**config.mk**
```make
export PLATFORM = sky130hd
export DESIGN_NAME = exec_sequencer
export DESIGN_NICKNAME = d
export VERILOG_FILES = /design/src/rtl/exec_seq_pkg.sv /design/src/rtl/seq_watchdog.sv /design/src/rtl/exec_sequencer.sv
export SDC_FILE = /design/constraint.sdc
export NUM_CORES = 1
export LEC_CHECK = 0
export ABC_CLOCK_PERIOD_IN_PS = 1600
export CAP_MARGIN = 20
export CORE_MARGIN = 2
export CORE_UTILIZATION = 39
export CTS_BUF_LIST = sky130_fd_sc_hd__clkbuf_16
export CTS_CLUSTER_DIAMETER = 40
export DETAILED_ROUTE_END_ITERATION = 16
export PLACE_DENSITY = 0.77
export SYNTH_ARGS = -nofsm -noshare
export SYNTH_HDL_FRONTEND = slang
export SYNTH_SLANG_ARGS = --single-unit
```
**constraint.sdc**
```tcl
create_clock -name Clock -period 1.6 [get_ports Clock]
set_input_delay 0.32 -clock Clock [delete_from_list [all_inputs] [get_ports Clock]]
set_output_delay 0.32 -clock Clock [all_outputs]
set_load 0.05 [all_outputs]
```
**src/rtl/exec_seq_pkg.sv**
```systemverilog
// exec_seq_pkg
// Shared types for the execution sequencer: the FSM state encoding and the
// execution-mode encoding. Imported by exec_sequencer.
// Ports: none (package).
package exec_seq_pkg;

  typedef enum logic [1:0] {
    IDLE  = 2'b00,
    ISSUE = 2'b01,
    WAIT  = 2'b10,
    FAULT = 2'b11
  } state_t;

  typedef enum logic {
    MODE_SINGLE = 1'b0,
    MODE_CONT   = 1'b1
  } mode_t;

endpackage

```
**src/rtl/seq_watchdog.sv**
```systemverilog
// seq_watchdog
// Cycle counter that bounds how long the sequencer waits for Done.
// Ports:
//   clock   - rising-edge clock
//   reset   - synchronous active-high reset, clears the count
//   clear   - synchronous clear (asserted while issuing an instruction)
//   enable  - count one cycle of waiting
//   expired - high during the TIMEOUT_CYCLES-th enabled cycle since clear
// Parameter TIMEOUT_CYCLES: number of waiting cycles allowed.
module seq_watchdog #(
  parameter int TIMEOUT_CYCLES = 16
) (
  input  logic clock,
  input  logic reset,
  input  logic clear,
  input  logic enable,
  output logic expired
);

  localparam int W = $clog2(TIMEOUT_CYCLES + 1);
  localparam logic [W-1:0] LAST = W'(TIMEOUT_CYCLES - 1);

  logic [W-1:0] count_reg;

  // Count saturates at LAST so expired stays asserted if waiting continues.
  always_ff @(posedge clock) begin
    if (reset || clear) begin
      count_reg <= '0;
    end else if (enable && (count_reg != LAST)) begin
      count_reg <= count_reg + 1'b1;
    end
  end

  // The first waiting cycle sees count 0, so the TIMEOUT_CYCLES-th one sees LAST.
  assign expired = enable && (count_reg == LAST);

endmodule

```
**src/rtl/exec_sequencer.sv**
```systemverilog
// exec_sequencer
// Drives the Run input of a multicycle processor, either one instruction
// per Step pulse or continuously after a Go pulse, and watches each
// instruction with a timeout watchdog.
// Ports:
//   Clock, Reset      - clock and synchronous active-high reset
//   Step, Go          - single-cycle start requests (honoured only in IDLE)
//   Halt              - level; ends continuous execution at the next Done
//   Limit             - continuous-mode instruction limit, 0 = unlimited
//   Done              - instruction-complete pulse from the processor
//   BusWires          - processor bus, captured for trace only
//   Run               - registered Run to the processor
//   Busy, Fault       - status (ISSUE/WAIT, FAULT)
//   InstrCount        - completed instruction count (wraps)
//   TraceData/Valid   - bus value latched at the last accepted Done
// Build option: define EXEC_SEQUENCER_TRACE_EN to enable the trace capture;
// otherwise TraceData and TraceValid are tied to 0.
module exec_sequencer
  import exec_seq_pkg::*;
#(
  parameter int TIMEOUT_CYCLES = 16,
  parameter int CNT_W          = 16
) (
  input  logic             Clock,
  input  logic             Reset,
  input  logic             Step,
  input  logic             Go,
  input  logic             Halt,
  input  logic [CNT_W-1:0] Limit,
  input  logic             Done,
  input  logic [15:0]      BusWires,
  output logic             Run,
  output logic             Busy,
  output logic             Fault,
  output logic [CNT_W-1:0] InstrCount,
  output logic [15:0]      TraceData,
  output logic             TraceValid
);

  state_t           state_reg, state_next;
  mode_t            mode_reg, mode_next;
  logic [CNT_W-1:0] count_reg, count_next;
  logic             run_reg, run_next;
  logic             wd_clear, wd_enable, wd_expired;
  logic             accept;

  seq_watchdog #(
    .TIMEOUT_CYCLES(TIMEOUT_CYCLES)
  ) u_watchdog (
    .clock  (Clock),
    .reset  (Reset),
    .clear  (wd_clear),
    .enable (wd_enable),
    .expired(wd_expired)
  );

  always_ff @(posedge Clock) begin
    if (Reset) begin
      state_reg <= IDLE;
      mode_reg  <= MODE_SINGLE;
      count_reg <= '0;
      run_reg   <= 1'b0;
    end else begin
      state_reg <= state_next;
      mode_reg  <= mode_next;
      count_reg <= count_next;
      run_reg   <= run_next;
    end
  end

  // run_next describes Run for the following cycle: it is raised while
  // issuing so it is high throughout WAIT, and cleared on the edge that
  // samples Done or the timeout. The ISSUE cycle between instructions
  // therefore shows up as a one-cycle low gap on Run.
  always_comb begin
    state_next = state_reg;
    mode_next  = mode_reg;
    count_next = count_reg;
    run_next   = 1'b0;
    wd_clear   = 1'b0;
    wd_enable  = 1'b0;
    accept     = 1'b0;
    case (state_reg)
      IDLE: begin
        if (Go) begin
          mode_next  = MODE_CONT;
          state_next = ISSUE;
        end else if (Step) begin
          mode_next  = MODE_SINGLE;
          state_next = ISSUE;
        end
      end
      ISSUE: begin
        wd_clear   = 1'b1;
        run_next   = 1'b1;
        state_next = WAIT;
      end
      WAIT: begin
        wd_enable = 1'b1;
        if (Done) begin
          // Done takes priority over a timeout in the same cycle.
          accept     = 1'b1;
          count_next = count_reg + 1'b1;
          if ((mode_reg == MODE_SINGLE) || Halt ||
              ((Limit != '0) && (count_next == Limit))) begin
            state_next = IDLE;
          end else begin
            state_next = ISSUE;
          end
        end else if (wd_expired) begin
          state_next = FAULT;
        end else begin
          run_next = 1'b1;
        end
      end
      FAULT: begin
        state_next = FAULT;
      end
      default: begin
        state_next = IDLE;
      end
    endcase
  end

  assign Run        = run_reg;
  assign Busy       = (state_reg == ISSUE) || (state_reg == WAIT);
  assign Fault      = (state_reg == FAULT);
  assign InstrCount = count_reg;

`ifdef EXEC_SEQUENCER_TRACE_EN
  logic [15:0] trace_data_reg;
  logic        trace_valid_reg;

  always_ff @(posedge Clock) begin
    if (Reset) begin
      trace_data_reg  <= '0;
      trace_valid_reg <= 1'b0;
    end else begin
      trace_valid_reg <= accept;
      if (accept) begin
        trace_data_reg <= BusWires;
      end
    end
  end

  assign TraceData  = trace_data_reg;
  assign TraceValid = trace_valid_reg;
`else
  // Trace disabled: bus and accept strobe are intentionally left unused.
  logic unused_trace;
  assign unused_trace = ^{BusWires, accept};
  assign TraceData    = '0;
  assign TraceValid   = 1'b0;
`endif

endmodule

```
==> flow_metrics.py, run 1 <==
metrics = {
    "placed_design": {
        "half_perimeter_wire_length_after_placement_um": 3690,
        "worst_slack_at_placement_ns": -0.389,
        "finalWeightedCongestion": 0.899,
        "port-buffer-count": 40,
        "placed_cells_incl_taps": 348,
    },
    "sta": {
        "fmax_mhz": 594,
        "final_period_minus_worst_setup_slack_ns": 1.68,
        "worst_clock_skew_ns": 0.00480,
        "final-max-slew-violation-count": 0,
        "layout_worst_path_cycle_share_pct": 105,
        "report.final.hold_viol_count": 0,
        "grt_setup_unrepaired": "true",
        "final-setup-viol-count": 1,
        "whs_ns": 0.508,
        "fin_ws_ns": -0.0846,
    },
    "global_route": {
        "initial_antenna_violation_count": 0,
        "grt_max_degree": 16,
        "grt_first_pass_wirelength_um": 8310,
        "first_global_vias": 1878,
        "aggregate_global_routing_overflow": 0,
        "track_usage_pct": 19.7,
    },
    "yosys": {
        "seq_area_frac_synth_pct": 27.7,
        "yosys-top-cells-area": "sky130_fd_sc_hd__dfxtp_1 (28%), sky130_fd_sc_hd__xnor2_1 (9.2%), sky130_fd_sc_hd__xor2_1 (8.2%), sky130_fd_sc_hd__buf_4 (7.1%), sky130_fd_sc_hd__ha_1 (5.5%)",
        "synth_cell_types": 46,
        "mappedNetlistArea_sq_um": 1810,
        "syn_inst": 226,
        "yosysWarnings": 0,
        "yosys_register_bits": 25,
        "synth_edf_count": 0,
        "async_reset_ff_share_pct": 0,
        "area_share_of_the_largest_cell_type_after_synthesis_pct": 27.7,
        "yosysTopAreaCell": "sky130_fd_sc_hd__dfxtp_1",
        "syn-mean-instance-area_sq_um": 7.99,
        "yosysMostFrequentCell": "sky130_fd_sc_hd__nor2_1",
        "synth.cells.most_frequent": "sky130_fd_sc_hd__nor2_1 (26), sky130_fd_sc_hd__dfxtp_1 (25), sky130_fd_sc_hd__xnor2_1 (19)",
        "synth-main-ff-cell": "sky130_fd_sc_hd__dfxtp_1",
    },
    "cts": {
        "num_cts_buffers": 3,
        "worstSkewPairLatency_ns": 0.26,
        "cts_sinks": 25,
        "h-tree-depth": 1,
        "clkSlewWorstSetupHoldPaths_ns": 0.07,
        "tritoncts": "done",
        "holdBufCountCts": 0,
        "clock-root-buffer": "sky130_fd_sc_hd__clkbuf_16",
        "cts-root-to-sink-buffers": 2,
    },
    "pwr": {
        "cellInternalPower_uw": 1280,
        "combPwrFrac_pct": 35.1,
        "p_leak_uw": 0.00118,
        "total_switching_power_uw": 619,
        "power_density_nw_per_um2": 635,
        "irDropWorstVdd_v": 0.000427,
        "clock_power_share_pct": 30.8,
        "seq_power_share_pct": 34.1,
        "power_switching_share_pct": 32.5,
    },
    "finish": {
        "drive_gt1_share_pct": 36.8,
        "nets": 351,
        "antenna_cells_inserted": 0,
        "largest_reg_flops": 16,
        "layoutNonFillerInstCount": 356,
        "synthesis_to_finish_area_growth_pct": 66.1,
        "final.fill_count": 339,
        "multi_input_comb_area_sq_um": 1340,
        "regArea_sq_um": 552,
    },
    "job": {
        "drv_cap": 0,
    },
    "routing": {
        "finalWirelength_um": 5030,
        "drt-initial-drc-count": 162,
        "drcViolationCount": 0,
        "dr_total_vias": 1839,
        "drt-pass1-iter-count": 4,
        "routed_vias_inst": 5.17,
        "ant_nets": 0,
        "route.detailed.wl_per_inst_um": 14.1,
    },
    "setup_path": {
        "r2r_start": "InstrCount[0]$_SDFFE_PP0P_",
        "critical_path.startpoint_type": "flop",
        "r2r.worst_path.cells": 7,
        "worstPathMaxFanout": 5,
        "regToRegEndpoint": "state_reg[0]$_SDFFE_PP0P_",
        "worst_reg2reg_setup_slack_ns": -0.08,
        "cp_data_required_time_ns": 1.74,
        "crit_type": "flop to flop",
        "critPathCaptureType": "flop",
        "critical_path_arrival_ns": 1.83,
    },
    "hold_path": {
        "hold-path-cell-count": 2,
        "holdCritStartpoint": "u_watchdog.count_reg[4]$_SDFFE_PP0P_",
        "holdPathEnd": "u_watchdog.count_reg[4]$_SDFFE_PP0P_",
        "min_delay_path_class": "flop to flop",
    },
    "run_status": {
        "failing_checks": "setup timing",
        "run_status": "complete, but fails checks",
    },
    "floorplanning": {
        "die-area_sq_um": 5190,
        "ioPinCount": 74,
        "initial_cell_density_of_the_core_pct": 40.9,
        "fp.dieH_um": 72.0,
        "die_x_um": 72.0,
        "core-area_sq_um": 4410,
        "num_rows": 24,
    },
}
[power groups by stage]
stage / Sequential (uW) / Clock (uW) / Combinational (uW)
floorplan: 681 / 0 / 338
global placement: 658 / 0 / 567
detailed placement: 658 / 0 / 575
CTS: 647 / 592 / 631
global route: 652 / 620 / 713
finish: 650 / 586 / 669
[routing by layer]
layer | track usage, % | wire (um)
met4 | 6.50 | 153
met3 | 2.64 | 199
met2 | 36.0 | 2560
met1 | 23.8 | 2120
met5 | 0 | 0
[worst max-delay path by stage]
stage / startpoint / end / slack, ns / depth (start not counted)
after floorplan: InstrCount[8]$_SDFFE_PP0P_ / state_reg[0]$_SDFFE_PP0P_ / -0.06 / 7
after CTS: state_reg[0]$_SDFFE_PP0P_ / state_reg[0]$_SDFFE_PP0P_ / -0.14 / 8
after global placement: Done / state_reg[0]$_SDFFE_PP0P_ / -0.36 / 7
final: InstrCount[0]$_SDFFE_PP0P_ / state_reg[0]$_SDFFE_PP0P_ / -0.08 / 7
after detailed placement: Done / state_reg[0]$_SDFFE_PP0P_ / -0.39 / 7
after global routing: InstrCount[0]$_SDFFE_PP0P_ / state_reg[0]$_SDFFE_PP0P_ / -0.13 / 7
[cells in the final DEF, fill, tap and decap left out, types with 12 or more instances in the layout]
cell	count
sky130_fd_sc_hd__nor2_1	23
sky130_fd_sc_hd__xor2_1	16
sky130_fd_sc_hd__buf_12	18
sky130_fd_sc_hd__conb_1	17
sky130_fd_sc_hd__xnor2_1	17
sky130_fd_sc_hd__dfxtp_4	12
sky130_fd_sc_hd__clkdlybuf4s50_1	21
sky130_fd_sc_hd__nand2_1	17
sky130_fd_sc_hd__buf_4	40
[cells by family after synthesis]
kind of cell | Yosys count | share of synthesized area, %
simple gates | 94 | 27.7
xor+xnor | 36 | 17.5
buf+inv | 34 | 11.0
compound gates | 27 | 9.84
flops | 25 | 27.7
fa+ha+maj | 8 | 5.54
other cells | 1 | 0.208
mux | 1 | 0.554
[cell type report]
cell class | count | share of cell area (%)
Clock inverter | 1 | 0.209
Clock buffer | 3 | 2.50
Multi-Input combinational cell | 183 | 44.6
Timing Repair Buffer | 85 | 31.3
Sequential cell | 25 | 18.4
Tap cell | 52 | 2.17
Inverter | 7 | 0.876
[stage by stage]
stage               util [%]  total power [uW]  setup TNS (ns)  cell area (sq um)
floorplan                  -              1020          -0.109               1970
global placement        61.8              1230           -1.28               2730
detailed placement      61.8              1230           -1.35               2730
CTS                     65.6              1870          -0.171               2900
global route            67.9              1980          -0.341               3000
finish                  67.9              1900         -0.0846               3000
[what timing repair did]
item / CTS / global route
gates resized for setup: 19 / 15
setup buffers: 2 / 2
endpoints found under the setup margin: 6 / 13
pin swaps: 12 / 10
[critical path, stage by stage (launching register included)]
cell                      delay, ns
sky130_fd_sc_hd__dfxtp_4       0.38
sky130_fd_sc_hd__ha_4          0.16
sky130_fd_sc_hd__nand3_4       0.10
sky130_fd_sc_hd__nor3_4        0.17
sky130_fd_sc_hd__xnor2_1       0.11
sky130_fd_sc_hd__nor4_1        0.34
sky130_fd_sc_hd__and3_1        0.21
sky130_fd_sc_hd__a31oi_1       0.08
(Power assumes the default switching activity.)
==> run 2: changes to the inputs <==
Settings changed: CORE_MARGIN 2 to unset.
==> flow_metrics.py, run 2 (same netlist as run 1, synthesis figures left out) <==
metrics = {
    "sta": {
        "fmax_mhz": 553,
        "setup_tns_ns": -0.207,
        "final-setup-viol-count": 2,
        "report.final.hold_viol_count": 0,
        "layout_worst_path_cycle_share_pct": 113,
        "fin_ws_ns": -0.207,
        "final-max-slew-violation-count": 0,
        "whs_ns": 0.505,
        "worst_clock_skew_ns": 0.00321,
        "final_period_minus_worst_setup_slack_ns": 1.81,
        "grt_setup_unrepaired": "true",
    },
    "floorplanning": {
        "die_x_um": 70.0,
        "ioPinCount": 74,
        "initial_cell_density_of_the_core_pct": 40.9,
        "core-area_sq_um": 4410,
        "fp.dieH_um": 70.0,
        "num_rows": 24,
        "die-area_sq_um": 4910,
    },
    "pwr": {
        "post_layout_power_uw": 1880,
        "irDropWorstVdd_v": 0.000717,
        "power_density_nw_per_um2": 622,
        "p_leak_uw": 0.00122,
    },
    "setup_path": {
        "r2r_start": "InstrCount[3]$_SDFFE_PP0P_",
        "critPathMaxStageDelay_ns": 0.55,
        "path_delay_family": "buffers and inverters",
        "r2r.worst_path.cells": 6,
        "crit_top_cell": "sky130_fd_sc_hd__a31oi_1",
        "regToRegEndpoint": "state_reg[0]$_SDFFE_PP0P_",
        "critPathCaptureType": "flop",
        "critical_path.startpoint_type": "input port",
        "worst-path-buf-inv": 1,
        "worstPathMaxFanout": 3,
        "worst_reg2reg_setup_slack_ns": -0.19,
        "critical_path_arrival_ns": 1.94,
        "cp_cell_sequence": "clkdlybuf4s50_1, xor2_2, xnor2_1, a31oi_1, a41oi_1, and3_1, a31oi_1",
        "cp_data_required_time_ns": 1.73,
        "crit_type": "input port to flop",
        "slowest_library_cell_on_the_worst_path": "sky130_fd_sc_hd__clkdlybuf4s50_1",
    },
    "finish": {
        "nets": 358,
        "largest_reg_flops": 16,
        "regArea_sq_um": 552,
        "multi_input_comb_area_sq_um": 1330,
        "drive_gt1_share_pct": 38.6,
        "most_frequent_cells_in_the_layout": "sky130_fd_sc_hd__buf_4 (51), sky130_fd_sc_hd__nor2_1 (24), sky130_fd_sc_hd__clkdlybuf4s50_1 (21)",
        "final_common_cell": "sky130_fd_sc_hd__buf_4",
        "final.fill_count": 328,
        "fin_area_sq_um": 3030,
        "antenna_cells_inserted": 0,
        "synthesis_to_finish_area_growth_pct": 67.7,
    },
    "global_route": {
        "grt_max_degree": 14,
        "gr-max-usage-layer": "met2",
        "grt_first_pass_wirelength_um": 8450,
        "track_usage_pct": 21.6,
        "first_global_vias": 1791,
        "routing_usage_on_met1_pct": 25.7,
        "initial_antenna_violation_count": 0,
        "fraction_of_met3_tracks_used_by_global_routing_pct": 3.75,
        "met2_usage_pct": 38.6,
        "aggregate_global_routing_overflow": 0,
    },
    "routing": {
        "dr_total_vias": 1922,
        "finalWirelength_um": 5450,
        "drt-initial-drc-count": 117,
        "drcViolationCount": 0,
        "routed_vias_inst": 5.29,
        "route.detailed.wl_per_inst_um": 15.0,
        "drt-pass1-iter-count": 4,
        "ant_nets": 0,
    },
    "placed_design": {
        "half_perimeter_wire_length_after_placement_um": 3680,
        "placed_area_sq_um": 2740,
        "finalWeightedCongestion": 0.976,
        "port-buffer-count": 40,
    },
    "cts": {
        "holdBufCountCts": 0,
        "clkSlewWorstSetupHoldPaths_ns": 0.06,
        "cts-root-to-sink-buffers": 2,
        "tritoncts": "done",
        "worstSkewPairLatency_ns": 0.26,
        "cts_sinks": 25,
        "clock-root-buffer": "sky130_fd_sc_hd__clkbuf_16",
        "num_cts_buffers": 3,
        "h-tree-depth": 1,
    },
    "run_status": {
        "run_status": "complete, but fails checks",
        "failing_checks": "setup timing",
    },
    "hold_path": {
        "holdCritStartpoint": "u_watchdog.count_reg[4]$_SDFFE_PP0P_",
        "min_delay_path_class": "flop to flop",
        "holdPathEnd": "u_watchdog.count_reg[4]$_SDFFE_PP0P_",
        "hold-path-cell-count": 2,
    },
    "job": {
        "drv_cap": 0,
    },
}
-- run 2: area by class of cell --
cell class,count,area share (%)
clock buffer,3,2.48
clock inverter,1,0.124
timing repair buffer,92,32.2
inverter,7,0.868
tap,52,2.15
multi-input combinational,183,43.9
sequential,25,18.2
-- run 2: where the power goes --
part,switching [uW],internal (uW),total (uW)
logic,366,311,677
clock network,221,334,555
registers,20.8,631,652
-- run 2: per-layer routing --
layer	wire length, um	share of wire (%)	up-vias
met5	0	0	-
met4	212	3.9	0
met3	347	6.4	21
met2	2690	49	99
met1	2200	40	885
li1	-	-	917
-- run 2: worst max-delay path by stage --
| stage | startpoint | endpoint | slack, ns | cells past startpoint |
|---|---|---|---|---|
| global placement | Done | state_reg[0]$_SDFFE_PP0P_ | -0.42 | 7 |
| finish | Limit[12] | state_reg[0]$_SDFFE_PP0P_ | -0.21 | 7 |
| detailed placement | Done | state_reg[0]$_SDFFE_PP0P_ | -0.45 | 7 |
| floorplan | InstrCount[8]$_SDFFE_PP0P_ | state_reg[0]$_SDFFE_PP0P_ | -0.06 | 7 |
| global route | InstrCount[3]$_SDFFE_PP0P_ | state_reg[0]$_SDFFE_PP0P_ | -0.32 | 6 |
| CTS | state_reg[1]$_SDFFE_PP0P_ | state_reg[0]$_SDFFE_PP0P_ | -0.12 | 8 |
-- run 2: what timing repair did --
item / CTS / global route
resized for setup: 19 / 11
endpoints found under the setup margin: 9 / 9
pin swaps: 10 / 8
buffers inserted: 6 / 4
endpoints found under the hold margin: 0 / 0
-- run 2: per-stage QoR --
step                      setup WS [ns]  utilization, %  instances
final                            -0.207            68.6        363
after global routing             -0.321            68.6        363
after CTS                        -0.122            66.6        359
after detailed placement         -0.451            62.0        349
after global placement           -0.416            62.0        349
after floorplan                 -0.0632               -        242
-- run 2: worst register-to-register path, stage by stage, from the launching register on --
cell and delay (ns):
sky130_fd_sc_hd__dfxtp_4 0.41, sky130_fd_sc_hd__nand2_2 0.12, sky130_fd_sc_hd__or3_4 0.46, sky130_fd_sc_hd__o21ai_4 0.20
sky130_fd_sc_hd__o31ai_4 0.10, sky130_fd_sc_hd__nor4_2 0.24, sky130_fd_sc_hd__a31oi_1 0.13
==> run 3: changes to the inputs <==
Settings changed: PLACE_DENSITY 0.77 to unset, PLACE_DENSITY_LB_ADDON set to 0.05, SLEW_MARGIN set to 20.
==> flow_metrics.py, run 3 (same netlist as run 1, synthesis figures left out) <==
metrics = {
    "pwr": {
        "p_leak_uw": 0.00121,
        "power_density_nw_per_um2": 623,
        "irDropWorstVdd_v": 0.000357,
    },
    "placed_design": {
        "port-buffer-count": 40,
        "half_perimeter_wire_length_after_placement_um": 3620,
        "worst_slack_at_placement_ns": -0.433,
        "placed_cells_incl_taps": 351,
        "finalWeightedCongestion": 0.886,
    },
    "finish": {
        "nets": 357,
        "antenna_cells_inserted": 0,
        "most_frequent_cells_in_the_layout": "sky130_fd_sc_hd__buf_4 (51), sky130_fd_sc_hd__nor2_1 (22), sky130_fd_sc_hd__clkdlybuf4s50_1 (21)",
        "synthesis_to_finish_area_growth_pct": 66.5,
        "layoutNonFillerInstCount": 362,
        "final_common_cell": "sky130_fd_sc_hd__buf_4",
        "largest_reg_flops": 16,
        "drive_gt1_share_pct": 38.1,
        "final_util_pct": 68.1,
    },
    "sta": {
        "final-setup-viol-count": 3,
        "fmax_mhz": 600,
        "setup_tns_ns": -0.139,
        "whs_ns": 0.508,
        "worst_clock_skew_ns": 0.00197,
        "final-max-slew-violation-count": 0,
        "final_period_minus_worst_setup_slack_ns": 1.67,
        "report.final.hold_viol_count": 0,
        "layout_worst_path_cycle_share_pct": 104,
        "fin_ws_ns": -0.0668,
        "grt_setup_unrepaired": "true",
    },
    "cts": {
        "num_cts_buffers": 3,
        "worstSkewPairLatency_ns": 0.26,
        "cts_sinks": 25,
        "clock-root-buffer": "sky130_fd_sc_hd__clkbuf_16",
        "tritoncts": "done",
        "h-tree-depth": 1,
        "holdBufCountCts": 0,
        "cts-root-to-sink-buffers": 2,
        "clkSlewWorstSetupHoldPaths_ns": 0.06,
    },
    "floorplanning": {
        "num_rows": 24,
        "fp.dieH_um": 70.0,
        "die_x_um": 70.0,
        "ioPinCount": 74,
        "die-area_sq_um": 4910,
        "core-area_sq_um": 4410,
        "initial_cell_density_of_the_core_pct": 40.9,
    },
    "hold_path": {
        "min_delay_path_class": "flop to flop",
    },
    "routing": {
        "routed_vias_inst": 4.83,
        "ant_nets": 0,
        "dr_total_vias": 1750,
        "drt-pass1-iter-count": 4,
        "drcViolationCount": 0,
        "finalWirelength_um": 4610,
        "drt-initial-drc-count": 63,
        "route.detailed.wl_per_inst_um": 12.7,
    },
    "global_route": {
        "aggregate_global_routing_overflow": 0,
        "grt_max_degree": 15,
        "first_global_vias": 1766,
        "initial_antenna_violation_count": 0,
        "track_usage_pct": 19.7,
        "grt_first_pass_wirelength_um": 7920,
    },
    "setup_path": {
        "critical_path.startpoint_type": "flop",
        "critical_path_arrival_ns": 1.82,
        "worstPathMaxFanout": 6,
        "critPathCaptureType": "flop",
        "cp_data_required_time_ns": 1.75,
        "crit_type": "flop to flop",
    },
    "job": {
        "drv_cap": 0,
    },
    "run_status": {
        "run_status": "complete, but fails checks",
        "failing_checks": "setup timing",
    },
}
## run 3: cell types whose count changed in the layout (fill, tap and decap cells not counted), sizes merged
cell | before | now
buf | 71 | 70
## run 3: power breakdown
group	total [uW]	switching (uW)	internal (uW)
Combinational	666	350	316
Clock	561	227	335
Sequential	647	16.6	631
## run 3: path summary, 6_finish.rpt
kind                                                            from                                    to  slack (ns)  depth (start not counted)
worst min register to register  u_watchdog.count_reg[4]$_SDFFE_PP0P_  u_watchdog.count_reg[4]$_SDFFE_PP0P_        0.51                          2
worst max-delay path                      InstrCount[1]$_SDFFE_PP0P_           InstrCount[12]$_SDFFE_PP0P_       -0.07                          7
worst max register to register            InstrCount[1]$_SDFFE_PP0P_           InstrCount[12]$_SDFFE_PP0P_       -0.07                          7
worst min-delay path            u_watchdog.count_reg[4]$_SDFFE_PP0P_  u_watchdog.count_reg[4]$_SDFFE_PP0P_        0.51                          2
## run 3: critical path, cell delays in order, from the launching register on
cell and delay, ns:
sky130_fd_sc_hd__dfxtp_4 0.38, sky130_fd_sc_hd__ha_4 0.17, sky130_fd_sc_hd__nand3_4 0.10, sky130_fd_sc_hd__nor3_4 0.32, sky130_fd_sc_hd__and3_4 0.26, sky130_fd_sc_hd__nand4_1 0.13
sky130_fd_sc_hd__xor2_1 0.15, sky130_fd_sc_hd__nor2_1 0.05
## run 3: routing by layer
| layer | track usage [%] | up-vias | routed length [um] |
|---|---|---|---|
| met5 | 0 | - | 0 |
| met3 | 1.30 | 5 | 122 |
| met1 | 25.8 | 798 | 2170 |
| met4 | 5.78 | 0 | 45 |
| li1 | - | 909 | - |
| met2 | 34.5 | 38 | 2270 |
## run 3: final cells by class
type	instances	area (sq um)
multi-input cells	183	1320
fillers	350	1410
inverters	7	26.3
clock buffers	3	75.1
flip-flops and latches	25	552
well taps	52	65.1
repair buffers	91	965
clock inverters	1	3.75
## run 3: metrics by stage
step	total power [uW]	cell area [sq um]
after floorplan	1020	1970
after global placement	1240	2750
after detailed placement	1240	2750
after CTS	1860	2910
after global routing	1960	3010
final	1870	3010
## run 3: what timing repair did
item                       in CTS  in global routing
pin swaps                       8                 12
gates cloned                    0                  0
resized for setup              13                 15
setup endpoints to repair       8                 12
buffers inserted                4                  3
